<file path="config.mk">
export PLATFORM = sky130hd
export DESIGN_NAME = nibble_add_seq
export DESIGN_NICKNAME = d
export VERILOG_FILES = /design/src/rtl/nibble_add_seq.sv
export SDC_FILE = /design/constraint.sdc
export NUM_CORES = 1
export LEC_CHECK = 0
export BUFFER_PORTS_ARGS = -buffer_cell sky130_fd_sc_hd__buf_2
export CAP_MARGIN = 20
export CORE_MARGIN = 2
export CORE_UTILIZATION = 52
export DETAILED_ROUTE_END_ITERATION = 6
export PLACE_DENSITY = 0.88
export SLEW_MARGIN = 10
export SYNTH_ARGS = -nofsm -noshare
export SYNTH_HDL_FRONTEND = slang
export SYNTH_SLANG_ARGS = --single-unit
</file>
<file path="constraint.sdc">
create_clock -name clk -period 2.36 [get_ports clk]
set_input_delay 0.354 -clock clk [delete_from_list [all_inputs] [get_ports clk]]
set_output_delay 0.354 -clock clk [all_outputs]
set_load 0.05 [all_outputs]
</file>
<file path="src/rtl/nibble_add_seq.sv">
// nibble_add_seq: W-bit (W = 4*NIB) add/subtract built on one shared external 4-bit adder,
// processing one nibble per clock, least-significant nibble first.
//
// Ports:
//   clk, rst_n        clock (rising edge), asynchronous active-low reset
//   start             operation request, sampled only while idle
//   sub, cin          0: op_a + op_b + cin; 1: op_a - op_b (cin ignored)
//   op_a, op_b        operands, latched on accept
//   busy              high while running and in the done cycle
//   done              one-cycle pulse; result/cout/ovf valid
//   result, cout, ovf sum/difference, final carry (1 = no borrow on subtract), signed overflow
//   add_a, add_b,
//   add_cin           drive the external adder, zero when not running
//   add_sum, add_cout combinational results from the external adder
module nibble_add_seq #(
    parameter int unsigned NIB = 4
) (
    input  logic               clk,
    input  logic               rst_n,
    input  logic               start,
    input  logic               sub,
    input  logic               cin,
    input  logic [4*NIB-1:0]   op_a,
    input  logic [4*NIB-1:0]   op_b,
    output logic               busy,
    output logic               done,
    output logic [4*NIB-1:0]   result,
    output logic               cout,
    output logic               ovf,
    output logic [3:0]         add_a,
    output logic [3:0]         add_b,
    output logic               add_cin,
    input  logic [3:0]         add_sum,
    input  logic               add_cout
);

    localparam int unsigned W    = 4 * NIB;
    localparam int unsigned IdxW = (NIB > 1) ? $clog2(NIB) : 1;
    localparam logic [IdxW-1:0] LastIdx = IdxW'(NIB - 1);

    typedef enum logic [1:0] {
        StIdle,
        StRun,
        StDone
    } state_e;

    state_e          state_q, state_d;
    logic [IdxW-1:0] idx_q;
    logic [W-1:0]    a_q, b_q, result_q;
    logic            carry_q, cout_q, ovf_q;
    logic            last_nib;

    assign last_nib = (idx_q == LastIdx);

    // Next state and outputs.
    always_comb begin
        state_d = state_q;
        busy    = 1'b0;
        done    = 1'b0;
        add_a   = 4'h0;
        add_b   = 4'h0;
        add_cin = 1'b0;
        unique case (state_q)
            StIdle: begin
                if (start) state_d = StRun;
            end
            StRun: begin
                busy    = 1'b1;
                add_a   = a_q[{idx_q, 2'b00} +: 4];
                add_b   = b_q[{idx_q, 2'b00} +: 4];
                add_cin = carry_q;
                if (last_nib) state_d = StDone;
            end
            StDone: begin
                busy    = 1'b1;
                done    = 1'b1;
                state_d = StIdle;
            end
            default: state_d = StIdle;
        endcase
    end

    always_ff @(posedge clk or negedge rst_n) begin
        if (!rst_n) begin
            state_q <= StIdle;
        end else begin
            state_q <= state_d;
        end
    end

    // Datapath: operand latch, per-nibble capture, final flags.
    always_ff @(posedge clk or negedge rst_n) begin
        if (!rst_n) begin
            idx_q    <= '0;
            a_q      <= '0;
            b_q      <= '0;
            carry_q  <= 1'b0;
            result_q <= '0;
            cout_q   <= 1'b0;
            ovf_q    <= 1'b0;
        end else begin
            if (state_q == StIdle && start) begin
                a_q      <= op_a;
                // Subtract as a + ~b + 1.
                b_q      <= sub ? ~op_b : op_b;
                carry_q  <= sub ? 1'b1 : cin;
                result_q <= '0;
                idx_q    <= '0;
            end else if (state_q == StRun) begin
                result_q[{idx_q, 2'b00} +: 4] <= add_sum;
                carry_q <= add_cout;
                idx_q   <= idx_q + IdxW'(1);
                if (last_nib) begin
                    cout_q <= add_cout;
                    // Same-sign operands whose top result bit differs from them.
                    ovf_q  <= (a_q[W-1] == b_q[W-1]) && (add_sum[3] != a_q[W-1]);
                    idx_q  <= '0;
                end
            end
        end
    end

    assign result = result_q;
    assign cout   = cout_q;
    assign ovf    = ovf_q;

endmodule

</file>
==> out/metrics.cfg, run 1 <==
[run_status]
status = finished, final reports clean

[drt]
drc = 0
wl_per_cell_um = 14.2
viasPerCell = 5.25
antenna_left = 0
vias = 2100
first_pass_iters = 4
drt_iter0_markers = 129
wirelength_mm = 5.68

[sta]
fin_tns_setup_ns = 0
fmax_mhz = 462
fin_skew_ns = 0.0117
hold_viol = 0
slew_headroom = 0.517
period_share = 0.917
worstMarginPinSlew_ns = 0.725
finalCriticalPeriod_ns = 2.16
rsz0062_at_grt = no
maxSlewViolCount = 0
finalSetupViolCount = 0

[synth]
yosys_warnings = 0
synth-seq-area-share = 0.507
ys_ff_latch = 55
synth_edf_count = 0
synthArstFlopShare = 1.00
synthCells = 259
synth_cell_types = 32
syn_nets = 311
syn-cell-area_mm2 = 0.00271
synth_area_per_cell_um2 = 10.5
synth_top_flop_cell = dfrtp_1

[floorplanning]
fp.dieW_um = 76.2
dieHeight_um = 76.2
dieArea_mm2 = 0.00581
start_util = 0.535
ios = 71
fp-row-count = 26
coreArea_mm2 = 0.00507

[flow_run]
drv_cap = 0

[final_layout]
fin_nets = 381
post_layout_nonfiller_instances = 400
layout_common_cells = 76 x nand2_1, 70 x buf_2, 55 x dfrtp_1, 21 x o21ai_0, 16 x xnor2_1
antenna_cells = 0
nFillCells = 445
area_delta_synth_final_pct = 18.6
final_common_cell = nand2_1
drive_gt1_frac = 0.291
fin_util = 0.634

[setup_path]
start_kind = register
reg2reg_to = result[3]
r2r_cells = 5
ff2ff_setup_slack_ns = 0.44
endpoint_kind = output pin
crit_fanout = 9
cp.required_ns = 2.01
crit_arrival_ns = 1.81
worstReg2RegStart = idx_q[1]
path_class = reg -> out

[clock_network]
cts_root_buf = clkbuf_8
clock_latency_ns = 0.31
cts_hold_buf = 0
clock_sinks = 55
h-tree-depth = 2
cts_buffers = 5
cts_tree = built
clock_path_buffers = 2
cts.clk_slew.worst_paths_ns = 0.10
post_cts_buffers = 0
post_cts_resized = 0

[place]
post-dp-hpwl_mm = 4.22
gp_congestion = 0.790
dp_cells = 392
portBuffers = 70

[grt]
grt-ovfl-total = 0
antenna_found_initial = 0
track_usage = 0.205
grt_pass1_vias = 2031
grt_first_pass_wirelength_mm = 9.58
grt_max_degree = 35

[power_and_ir_drop]
power_leakage_uw = 0.00164
vdd_ir_drop_max_mv = 0.751
p_per_area_mw_per_mm2 = 1320

[worst_hold_path]
hold_path.class = in -> async

## cell usage after synthesis, types with 2 or more instances
| cell | count | area [um2] |
|---|---|---|
| and2_1 | 11 | 68.8 |
| inv_1 | 5 | 18.8 |
| o21ai_0 | 21 | 105 |
| a21oi_1 | 5 | 25.0 |
| nand2_1 | 76 | 285 |
| a32o_1 | 4 | 40.0 |
| buf_2 | 5 | 25.0 |
| dfrtp_1 | 55 | 1380 |
| ha_1 | 10 | 125 |
| mux4_1 | 3 | 78.8 |
| mux4_2 | 5 | 113 |
| a22oi_1 | 5 | 37.5 |
| nor2_1 | 7 | 26.3 |
| mux2_2 | 3 | 33.8 |
| a22o_1 | 5 | 43.8 |
| xnor2_1 | 16 | 140 |
| mux2i_1 | 2 | 20.0 |
| clkbuf_1 | 7 | 26.3 |
## stage by stage
stage	hold WS, ns	worst slack [ns]	power (uW)	area [um2]
after global placement	0.447	0.553	3680	3130
after CTS	0.120	0.175	4280	3220
final	0.0933	0.196	4260	3220
after floorplan	0.0584	0.508	3260	2710
after detailed placement	0.449	0.492	3770	3130
after global routing	0.163	0.113	4560	3220
## logic make-up after synthesis
logic type,synth area share
simple gates,0.171
flops,0.507
compound gates,0.0977
buf+inv,0.0360
xor+xnor,0.0516
mux,0.0904
fa+ha+maj,0.0461
## worst max-delay path by stage
stage | slack, ns | start | end
detailed placement | 0.49 | idx_q[1] | result[1]
global route | 0.11 | idx_q[0] | add_b[3]
finish | 0.20 | idx_q[0] | add_b[3]
floorplan | 0.51 | state_q[1] | add_a[0]
CTS | 0.18 | idx_q[0] | add_b[3]
global placement | 0.55 | idx_q[0] | add_b[0]
## registers in the layout (all words and copies together) (netlist names)
register,flops
a_q,16
carry_q,1
cout,1
b_q,16
ovf,1
state_q,2
idx_q,2
result,16
## report_power, final
part           switching, uW  total [uW]  internal, uW
Sequential               217        1520          1300
Clock                    304         513           208
Combinational           1460        2230           774
Total                   1980        4260          2280
## area by class of cell
class / count / area (um2) / share of cell area
sequential: 55 / 1380 / 0.428
multi-input combinational: 184 / 1240 / 0.385
timing repair buffer: 77 / 403 / 0.125
tap: 70 / 87.6 / 0.0272
clock buffer: 6 / 72.6 / 0.0225
inverter: 6 / 27.5 / 0.00855
clock inverter: 2 / 12.5 / 0.00389
## worst max-delay path: stages (launching register included)
cell	delay [ns]
dfrtp_1	0.37
buf_4	0.21
mux4_1	0.57
and2_1	0.16
buf_2	0.20
## layer usage
| layer | vias to the layer above | GRT usage | wire length (um) |
|---|---|---|---|
| met5 | - | 0 | 0 |
| met2 | 62 | 0.343 | 2870 |
| met3 | 7 | 0.0415 | 278 |
| met1 | 1017 | 0.285 | 2500 |
| li1 | 1014 | - | - |
| met4 | 0 | 0.0327 | 36 |
(Power assumes the default switching activity.)
==> run 2, diff against run 1 <==
CELL_PAD_IN_SITES_DETAIL_PLACEMENT = 0   (was default)
CELL_PAD_IN_SITES_GLOBAL_PLACEMENT = 1   (was default)
CORE_UTILIZATION = 40   (was 52)
==> run 2 against run 1 <==
Sequential share of layout area is essentially flat. Non-clock buffer count shrank 1. Register-to-register slack is essentially flat. Largest power group unchanged. Die area grew 28%. First-iteration DRC count shrank 66%. Clock-buffer cell count is the same. Clock power shrank 1%. Critical path depth is the same. Total power shrank 0.75%. Clock skew shrank 0.0080 ns. Via count shrank 3.5%. Critical path type unchanged.
==> out/metrics.cfg, run 2 (same netlist as run 1, synthesis figures left out) <==
[final_layout]
area_delta_synth_final_pct = 18.9
fin_nets = 380
antenna_cells = 0
layout_common_cells = 76 x nand2_1, 70 x buf_2, 54 x dfrtp_1, 21 x o21ai_0, 16 x xnor2_1
nFillCells = 664
post_layout_nonfiller_instances = 409
seqCellArea_mm2 = 0.00138
final_common_cell = nand2_1
drive_gt1_frac = 0.292
multi_input_area_mm2 = 0.00124

[drt]
vias = 2027
drt_iter0_markers = 44
antenna_left = 0
wl_per_cell_um = 13.9
wirelength_mm = 5.68
drc = 0
first_pass_iters = 4
viasPerCell = 4.96

[clock_network]
cts_tree = built
post_cts_buffers = 0
clock_path_buffers = 2
cts.clk_slew.worst_paths_ns = 0.10
clock_latency_ns = 0.30
cts_buffers = 5
cts_root_buf = clkbuf_8
h-tree-depth = 2
clock_sinks = 55
cts_hold_buf = 0

[sta]
rsz0062_at_grt = no
finalCriticalPeriod_ns = 2.20
hold_viol = 0
fmax_mhz = 455
fin_tns_setup_ns = 0
layout_setup_ws_ns = 0.163
fin_skew_ns = 0.00365
slew_headroom = 0.534
maxSlewViolCount = 0
whs_ns = 0.186
period_share = 0.931
finalSetupViolCount = 0
worstMarginPinSlew_ns = 0.699

[setup_path]
slowest_delay_ns = 0.54
crit_arrival_ns = 1.84
cp.required_ns = 2.01
endpoint_kind = output pin
path_cells = buf_4 -> mux4_1 -> and2_1 -> buf_2
worstReg2RegStart = idx_q[1]
ff2ff_setup_slack_ns = 0.44
crit_start = idx_q[0]
start_kind = register
path_class = reg -> out
crit_fanout = 7
crit_slowest_cell = mux4_1

[floorplanning]
fp-row-count = 30
coreArea_mm2 = 0.00668
start_util = 0.406
dieHeight_um = 86.4
dieArea_mm2 = 0.00746
ios = 71
fp.dieW_um = 86.4

[power_and_ir_drop]
p_switching_uw = 1950
power_leakage_uw = 0.00163
vdd_ir_drop_max_mv = 0.571
pwr-share-comb = 0.520
p_per_area_mw_per_mm2 = 1310
power_frac_clock = 0.120
intPower_uw = 2280
pwr-share-seq = 0.360
netSwitchingFraction = 0.461

[place]
post-dp-hpwl_mm = 4.10
pre_cts_ws_ns = 0.419
dp_cells = 401
portBuffers = 70
gp_congestion = 0.770

[grt]
grt_pass1_vias = 2040
track_usage = 0.162
grt_first_pass_wirelength_mm = 9.67
grt_max_degree = 56
antenna_found_initial = 0
grt-ovfl-total = 0

[run_status]
status = finished, final reports clean

[flow_run]
drv_cap = 0

[worst_hold_path]
hold_path.class = in -> async

## run 2: worst max-delay path: cells and delay by family, from the launching register on
kind	cells	cell delay (ns)
multiplexers	1	0.54
AND/OR/NAND/NOR	1	0.18
buffers and inverters	2	0.39
flip-flops	1	0.44
## run 2: area by class of cell
cell class,count,area share
Clock buffer,6,0.0225
Tap cell,80,0.0310
Timing Repair Buffer,76,0.123
Clock inverter,2,0.00388
Sequential cell,55,0.427
Inverter,6,0.00853
Multi-Input combinational cell,184,0.384
## run 2: through the flow
| stage | utilization | total power [uW] | instance area, um2 |
|---|---|---|---|
| 3_5_place_dp | 0.470 | 3770 | 3140 |
| 2_1_floorplan | - | 3260 | 2710 |
| 4_1_cts | 0.483 | 4280 | 3220 |
| 6_report | 0.483 | 4230 | 3230 |
| 3_3_place_gp | 0.470 | 3720 | 3140 |
| 5_1_grt | 0.483 | 4590 | 3230 |
## run 2: repair_timing
action                                  CTS  global route
endpoints found under the setup margin    0             1
resized for setup                         0             1
endpoints found under the hold margin     0             0
## run 2: path summary, 6_finish.rpt
| kind | cells after the start | endpoint |
|---|---|---|
| max in group asynchronous | 2 | idx_q[0] |
| hold reg to reg | 2 | a_q[11] |
| setup reg to reg | 4 | result[15] |
| hold / removal | 2 | state_q[1] |
| min in group clk | 3 | a_q[10] |
| setup / recovery | 4 | add_a[3] |
## run 2: routing by layer
layer	vias up	share of wire	global-route usage
met5	-	0	0
met4	0	0.0081	0.0412
met3	4	0.061	0.0390
met2	58	0.45	0.244
met1	960	0.48	0.237
li1	1005	-	-
## run 2: power by group through the flow
stage               Sequential, uW  Clock, uW  Combinational [uW]
floorplan                     1660          0                1600
global placement              1540          0                2190
detailed placement            1550          0                2220
CTS                           1530        522                2230
global route                  1580        561                2450
finish                        1520        506                2200
